===== config.mk =====
export PLATFORM = sky130hd
export DESIGN_NAME = tmr_recovery_ctrl_flat
export DESIGN_NICKNAME = d
export VERILOG_FILES = /design/src/rtl/tmr_recovery_ctrl_if.sv /design/src/rtl/tmr_recovery_ctrl.sv /design/src/flat_wrapper.sv
export SDC_FILE = /design/constraint.sdc
export NUM_CORES = 1
export LEC_CHECK = 0
export CORE_MARGIN = 2
export CORE_UTILIZATION = 45
export CTS_CLUSTER_SIZE = 30
export DETAILED_ROUTE_END_ITERATION = 8
export PLACE_DENSITY_LB_ADDON = 0.05
export SETUP_SLACK_MARGIN = 0.02
export SYNTH_ARGS = -nofsm -noshare
export SYNTH_HDL_FRONTEND = slang
export SYNTH_SLANG_ARGS = --single-unit
export TNS_END_PERCENT = 5

===== constraint.sdc =====
create_clock -name clk_i -period 2.9 [get_ports clk_i]
set_clock_uncertainty 0.2 [all_clocks]
set_input_delay 0.58 -clock clk_i [delete_from_list [all_inputs] [get_ports clk_i]]
set_output_delay 0.58 -clock clk_i [all_outputs]
set_load 0.005 [all_outputs]

===== src/rtl/tmr_recovery_ctrl_if.sv =====
// -----------------------------------------------------------------------------
// tmr_recovery_ctrl_if
//
// Signal bundle between the TMR recovery controller and its surroundings:
// the bus voter, the harts' debug halt interface, software and the safety
// status registers.
//
// Handshake: halt_req_o / halt_ack_i is a level-based request/acknowledge
// pair per hart. The controller raises halt_req_o[i] and holds it high.
// Hart i reports that it is halted by raising halt_ack_i[i] and keeping it
// high. Dropping halt_req_o releases the harts. resync_done_i is a level
// from software and is only looked at while the controller sits in RESYNC.
//
// Signals (directions as seen by the controller, modport master):
//   enable_i          in   TMR mode enable
//   error_i           in   voter mismatch flag
//   error_id_i        in   voter per-hart mismatch vector
//   halt_ack_i        in   hart i halted in debug mode
//   resync_done_i     in   software resync complete (level)
//   clear_i           in   clear counters, leave FATAL
//   halt_req_o        out  halt request per hart
//   faulty_id_o       out  latched error_id of the current/last event
//   recovery_active_o out  high while in RESYNC
//   irq_o             out  one-cycle resync interrupt
//   fatal_o           out  sticky unrecoverable-error flag
//   err_cnt_o         out  saturating error counter of hart i at [i*CNT_W +: CNT_W]
//   dbg_state         out  controller state:
//                          0 IDLE, 1 HALT, 2 RESYNC, 3 RELEASE, 4 FATAL
//
// Modports: master = controller side, slave = environment side.
// -----------------------------------------------------------------------------
interface tmr_recovery_ctrl_if #(
    parameter int NHARTS = 3,
    parameter int CNT_W  = 8
);
    logic                    enable_i;
    logic                    error_i;
    logic [NHARTS-1:0]       error_id_i;
    logic [NHARTS-1:0]       halt_ack_i;
    logic                    resync_done_i;
    logic                    clear_i;

    logic [NHARTS-1:0]       halt_req_o;
    logic [NHARTS-1:0]       faulty_id_o;
    logic                    recovery_active_o;
    logic                    irq_o;
    logic                    fatal_o;
    logic [NHARTS*CNT_W-1:0] err_cnt_o;
    logic [2:0]              dbg_state;

    modport master (
        input  enable_i,
        input  error_i,
        input  error_id_i,
        input  halt_ack_i,
        input  resync_done_i,
        input  clear_i,
        output halt_req_o,
        output faulty_id_o,
        output recovery_active_o,
        output irq_o,
        output fatal_o,
        output err_cnt_o,
        output dbg_state
    );

    modport slave (
        output enable_i,
        output error_i,
        output error_id_i,
        output halt_ack_i,
        output resync_done_i,
        output clear_i,
        input  halt_req_o,
        input  faulty_id_o,
        input  recovery_active_o,
        input  irq_o,
        input  fatal_o,
        input  err_cnt_o,
        input  dbg_state
    );
endinterface


===== src/rtl/tmr_recovery_ctrl.sv =====
// -----------------------------------------------------------------------------
// tmr_recovery_ctrl
//
// Sits behind the TMR bus voter and reacts to each divergence it reports.
// A divergence blamed on exactly one hart is recoverable: all harts are
// halted, software is interrupted to resynchronise the lagging hart, and
// the harts are released once software reports completion. Divergences
// blamed on zero or on two or more harts are fatal and park the cluster,
// all harts held in halt, until cleared. Per-hart saturating error
// counters feed the safety status registers.
//
// Parameters:
//   NHARTS   number of lockstep harts (must match the voter and the interface)
//   CNT_W    width of each per-hart error counter (must match the interface)
//   TIMEOUT  cycles allowed in HALT for all acknowledges, >= 2
//
// Ports:
//   clk_i    clock
//   rst_ni   asynchronous active-low reset
//   bus      tmr_recovery_ctrl_if.master (see the interface for the signals)
//
// All outputs are registered and reset to 0; the state resets to IDLE.
// -----------------------------------------------------------------------------
module tmr_recovery_ctrl #(
    parameter int NHARTS  = 3,
    parameter int CNT_W   = 8,
    parameter int TIMEOUT = 1024
) (
    input  logic                   clk_i,
    input  logic                   rst_ni,
    tmr_recovery_ctrl_if.master    bus
);

    localparam int                 TMO_W    = $clog2(TIMEOUT);
    localparam logic [TMO_W-1:0]   TMO_LAST = TMO_W'(TIMEOUT - 1);
    localparam logic [CNT_W-1:0]   CNT_MAX  = '1;

    typedef enum logic [2:0] {
        ST_IDLE    = 3'd0,
        ST_HALT    = 3'd1,
        ST_RESYNC  = 3'd2,
        ST_RELEASE = 3'd3,
        ST_FATAL   = 3'd4
    } state_e;

    state_e                  state_q, state_d;
    logic [TMO_W-1:0]        tmo_q, tmo_d;
    logic [NHARTS*CNT_W-1:0] cnt_q, cnt_d;
    logic [NHARTS-1:0]       fid_q, fid_d;
    logic [NHARTS-1:0]       halt_q, halt_d;
    logic                    active_q, active_d;
    logic                    irq_q, irq_d;
    logic                    fatal_q, fatal_d;
    logic                    evt;

    // True when exactly one hart is blamed, i.e. the divergence is recoverable.
    function automatic logic single_hart(input logic [NHARTS-1:0] v);
        int n;
        n = 0;
        for (int i = 0; i < NHARTS; i++) begin
            if (v[i]) n++;
        end
        return (n == 1);
    endfunction

    // -------------------------------------------------------------------------
    // Next-state logic. Events are only taken in IDLE, so an error held for
    // several cycles is seen once: the state has already moved on.
    // -------------------------------------------------------------------------
    always_comb begin
        state_d = state_q;
        tmo_d   = '0;
        evt     = 1'b0;

        unique case (state_q)
            ST_IDLE: begin
                if (bus.enable_i && bus.error_i) begin
                    evt     = 1'b1;
                    state_d = single_hart(bus.error_id_i) ? ST_HALT : ST_FATAL;
                end
            end

            ST_HALT: begin
                // Acks take priority over the timeout in the last HALT cycle.
                if (&bus.halt_ack_i) begin
                    state_d = ST_RESYNC;
                end else if (tmo_q == TMO_LAST) begin
                    state_d = ST_FATAL;
                end else begin
                    tmo_d = tmo_q + TMO_W'(1);
                end
            end

            ST_RESYNC: begin
                if (bus.resync_done_i) state_d = ST_RELEASE;
            end

            ST_RELEASE: begin
                state_d = ST_IDLE;
            end

            ST_FATAL: begin
                if (bus.clear_i) state_d = ST_IDLE;
            end

            default: begin
                state_d = ST_IDLE;
            end
        endcase
    end

    // -------------------------------------------------------------------------
    // Output values are derived from the next state so that every output is
    // a flop yet changes in the same cycle as the state itself.
    // -------------------------------------------------------------------------
    always_comb begin
        halt_d   = '0;
        active_d = 1'b0;
        irq_d    = 1'b0;
        fatal_d  = 1'b0;

        unique case (state_d)
            ST_HALT: begin
                halt_d = '1;
            end
            ST_RESYNC: begin
                halt_d   = '1;
                active_d = 1'b1;
                irq_d    = (state_q != ST_RESYNC);
            end
            ST_FATAL: begin
                halt_d  = '1;
                fatal_d = 1'b1;
            end
            default: begin
                halt_d = '0;
            end
        endcase
    end

    // -------------------------------------------------------------------------
    // Fault id latch and saturating per-hart counters. A clear in the same
    // cycle as an event wins for the counters; the id is still latched.
    // -------------------------------------------------------------------------
    always_comb begin
        fid_d = evt ? bus.error_id_i : fid_q;
        cnt_d = cnt_q;
        if (bus.clear_i) begin
            cnt_d = '0;
        end else if (evt) begin
            for (int i = 0; i < NHARTS; i++) begin
                if (bus.error_id_i[i] && (cnt_q[i*CNT_W +: CNT_W] != CNT_MAX)) begin
                    cnt_d[i*CNT_W +: CNT_W] = cnt_q[i*CNT_W +: CNT_W] + CNT_W'(1);
                end
            end
        end
    end

    always_ff @(posedge clk_i or negedge rst_ni) begin
        if (!rst_ni) begin
            state_q  <= ST_IDLE;
            tmo_q    <= '0;
            cnt_q    <= '0;
            fid_q    <= '0;
            halt_q   <= '0;
            active_q <= 1'b0;
            irq_q    <= 1'b0;
            fatal_q  <= 1'b0;
        end else begin
            state_q  <= state_d;
            tmo_q    <= tmo_d;
            cnt_q    <= cnt_d;
            fid_q    <= fid_d;
            halt_q   <= halt_d;
            active_q <= active_d;
            irq_q    <= irq_d;
            fatal_q  <= fatal_d;
        end
    end

    assign bus.halt_req_o        = halt_q;
    assign bus.faulty_id_o       = fid_q;
    assign bus.recovery_active_o = active_q;
    assign bus.irq_o             = irq_q;
    assign bus.fatal_o           = fatal_q;
    assign bus.err_cnt_o         = cnt_q;
    assign bus.dbg_state         = state_q;

endmodule

===== src/flat_wrapper.sv =====
// flat-port wrapper written by rule: the top's interface ports become plain ports
module tmr_recovery_ctrl_flat 
#(
    parameter int NHARTS  = 3,
    parameter int CNT_W   = 8,
    parameter int TIMEOUT = 1024
)
  (clk_i, rst_ni, bus_enable_i, bus_error_i, bus_error_id_i, bus_halt_ack_i, bus_resync_done_i, bus_clear_i, bus_halt_req_o, bus_faulty_id_o, bus_recovery_active_o, bus_irq_o, bus_fatal_o, bus_err_cnt_o, bus_dbg_state);
  tmr_recovery_ctrl_if #(.NHARTS(NHARTS), .CNT_W(CNT_W)) bus_i ();
  input  logic clk_i;
  input  logic rst_ni;
  input wire logic [$bits(bus_i.enable_i)-1:0] bus_enable_i;
  input wire logic [$bits(bus_i.error_i)-1:0] bus_error_i;
  input wire logic [$bits(bus_i.error_id_i)-1:0] bus_error_id_i;
  input wire logic [$bits(bus_i.halt_ack_i)-1:0] bus_halt_ack_i;
  input wire logic [$bits(bus_i.resync_done_i)-1:0] bus_resync_done_i;
  input wire logic [$bits(bus_i.clear_i)-1:0] bus_clear_i;
  output wire logic [$bits(bus_i.halt_req_o)-1:0] bus_halt_req_o;
  output wire logic [$bits(bus_i.faulty_id_o)-1:0] bus_faulty_id_o;
  output wire logic [$bits(bus_i.recovery_active_o)-1:0] bus_recovery_active_o;
  output wire logic [$bits(bus_i.irq_o)-1:0] bus_irq_o;
  output wire logic [$bits(bus_i.fatal_o)-1:0] bus_fatal_o;
  output wire logic [$bits(bus_i.err_cnt_o)-1:0] bus_err_cnt_o;
  output wire logic [$bits(bus_i.dbg_state)-1:0] bus_dbg_state;
  assign bus_i.enable_i = bus_enable_i;
  assign bus_i.error_i = bus_error_i;
  assign bus_i.error_id_i = bus_error_id_i;
  assign bus_i.halt_ack_i = bus_halt_ack_i;
  assign bus_i.resync_done_i = bus_resync_done_i;
  assign bus_i.clear_i = bus_clear_i;
  assign bus_halt_req_o = bus_i.halt_req_o;
  assign bus_faulty_id_o = bus_i.faulty_id_o;
  assign bus_recovery_active_o = bus_i.recovery_active_o;
  assign bus_irq_o = bus_i.irq_o;
  assign bus_fatal_o = bus_i.fatal_o;
  assign bus_err_cnt_o = bus_i.err_cnt_o;
  assign bus_dbg_state = bus_i.dbg_state;
  tmr_recovery_ctrl #(.NHARTS(NHARTS), .CNT_W(CNT_W), .TIMEOUT(TIMEOUT)) u_core (.clk_i(clk_i), .rst_ni(rst_ni), .bus(bus_i));
endmodule

==> qor.csv <==
metric,value,unit
sequential fraction of the synthesis area,50.0,%
cell row count,25,
total track usage,19.1,%
# IOs,48,
Inserted Clock Buffers,5,
mux share of post-synthesis cell area,2.33,%
critical path peak fanout,7,
Ant. Diodes,0,
number of synthesized register bits,44,
Final Cycle Share,77.4,%
# clock sinks,44,
Clock Path Buffers,2,
endpoints failing setup,0,
maxcap violations,0,
synthesis-to-finish area growth,29.5,%
Initial Utilization,46.6,%
Ys Warns,0,
hold buffers post-CTS,0,
share of layout cells above drive strength 1,9.35,%
Slew headroom,71.0,%
final wirelength,4600,µm
Multi-input gate area,1040,µm²
grt total ovfl,0,
Final Critical Period,2240,ps
WL/cell,13.3,µm
DRC violations left,0,
Die Area,5470,µm²
Synth Cell Area,2200,µm²
worst skew pair latency,300,ps
initial antenna violation count,0,
die width,74.0,µm
Least-Margin Pin Slew,435,ps
I/O Buffers,47,
fillers,423,
CTS tree,yes,
most frequent cells in the layout,"46 x clkdlybuf4s50_1, 44 x dfrtp_1, 23 x nor2_1",
initial DRC count,103,
worst vdd ir,0.322,mV
simple-gate share of the synthesized area,25.2,%
Synth Area in Compound Gates,11.6,%
largest net degree at the start of global routing,27,
Hold Crit Class,in2async,
H-tree depth,2,
Netlist cell types,36,
clk root buf,clkbuf_8,
post-CTS sizing,0,
wire length of the first global-routing pass,8070,µm
detail-routed via count per cell,5.32,
final hold vios,0,
Critical Path RT,2920,ps
Register-to-Register Path Depth,4,
setup_tns,0,ps
Crit Path Category,in2reg,
RSZ-0062 raised after global routing,no,
max-slew violations,0,
Mapped Cells,224,
clock-pin slew on the worst setup and hold paths,90,ps
gpl congestion,0.785,
kind of end point of the critical path,flop,
post-route core utilization,60.4,%
Adder-Cell Fraction of Synth Area,3.41,%
Final #Nets,295,
core area,4720,µm²
Startpoint Class,input pin,
vias in the first global route,1765,
leak pwr,1.17,nW
syn_area_per_cell,9.84,µm²
die span in y,74.0,µm
Post-Synth XOR/XNOR Area,4.77,%
largest family of logic cells by synthesized area,simple AND/OR/NAND/NOR gates,
Post-Syn Nets,242,
crit path DAT,2260,ps
DR pass1 iterations,4,
status,"complete, no violations",
Reg area,1100,µm²
# Post-CTS Setup Buffers,0,
Peak Freq,446,MHz
DP HPWL,3310,µm
"commonest non-fill, non-tap cell in the layout",clkdlybuf4s50_1,
ANT nets after route,0,
via count,1835,
Pwr Density,538,nW/µm²
## kinds of logic after synthesis
group	Yosys count
AOI/OAI and AO/OA	41
xor gates and xnor gates	12
adders and majority gates	6
buffers and inverters	14
DFF	44
muxes	5
and+or+nand+nor	102
## path summary, 6_finish.rpt
check | start | end | slack [ps]
worst max-delay path | bus_error_i | u_core.bus.err_cnt_o[23] | 660
worst min-delay path | rst_ni | u_core.bus.err_cnt_o[0] | 6
worst max register to register | u_core.bus.dbg_state[0] | u_core.bus.err_cnt_o[23] | 810
worst min register to register | u_core.tmo_q[0] | u_core.tmo_q[0] | 290
max in group asynchronous | rst_ni | u_core.tmo_q[0] | 1800
min in group clk_i | u_core.tmo_q[0] | u_core.tmo_q[0] | 290
## per-layer routing
metal | global-route usage (%) | wire length, µm | vias up
met5 | 0 | 0 | -
met1 | 26.1 | 2170 | 868
met3 | 5.42 | 286 | 8
met2 | 29.7 | 2090 | 53
met4 | 6.26 | 56 | 0
li1 | - | - | 906
## per-stage QoR
step	std cells	cell area (µm²)	worst slack, ps	total power, W	hold WS, ps
after detailed placement	337	2760	338	0.00116	279
after floorplan	224	2200	777	0.000943	84.4
after CTS	345	2850	658	0.00156	16.3
after global routing	345	2850	563	0.00163	39.5
after global placement	337	2760	355	0.00116	272
final	345	2850	655	0.00153	6.04
## worst max-delay path: stages
cell and delay (ps):
clkdlybuf4s50_1 570, nand4b_1 140, or3_1 440, or2_2 320, a211oi_1 210
## registers in the layout (all words and copies together) (netlist names)
signal / flops
u_core.bus.err_cnt_o: 24
u_core.tmo_q: 10
u_core.bus.dbg_state: 3
u_core.bus.faulty_id_o: 3
u_core.bus.fatal_o: 1
u_core.bus.halt_req_o: 1
u_core.bus.irq_o: 1
u_core.bus.recovery_active_o: 1
## power breakdown
part | switching, W | internal (W)
clock network | 0.000223 | 0.000171
logic | 0.000168 | 0.000226
registers | 0.0000711 | 0.000675
total | 0.000462 | 0.00107
## cell usage after synthesis
master	number	share of area (%)
dfrtp_1	44	50
nor2_1	23	3.9
nand2_1	17	2.9
a21oi_1	15	3.4
nand3_1	13	3.0
o21ai_0	12	2.7
or3_1	11	3.1
nand4_1	10	2.8
xor2_1	10	4.0
inv_1	8	1.4
ha_1	6	3.4
or2_2	6	1.7
clkbuf_1	4	0.68
mux2i_1	4	1.8
nand2b_1	4	1.1
a211oi_1	3	1.0
and2_1	3	0.85
and3_1	3	0.85
o221ai_1	3	1.2
o31ai_1	3	1.0
and4_1	2	0.80
buf_4	2	0.68
o211ai_2	2	1.1
or3b_2	2	0.80
or4_1	2	0.68
xnor2_1	2	0.80
a41oi_1	1	0.40
mux2_2	1	0.51
nand4b_1	1	0.40
nor2b_1	1	0.28
nor3_1	1	0.23
nor4_1	1	0.28
nor4b_1	1	0.40
nor4b_4	1	1.1
o211ai_1	1	0.34
o21a_1	1	0.34
## layout make-up
class,instances,area share (%)
Sequential cell,44,38.6
Multi-Input combinational cell,166,36.5
Timing Repair Buffer,52,17.6
Tap cell,67,2.94
Clock buffer,5,2.41
Inverter,8,1.05
Clock inverter,3,0.833
Note: power is estimated with default switching activity, not from simulation.
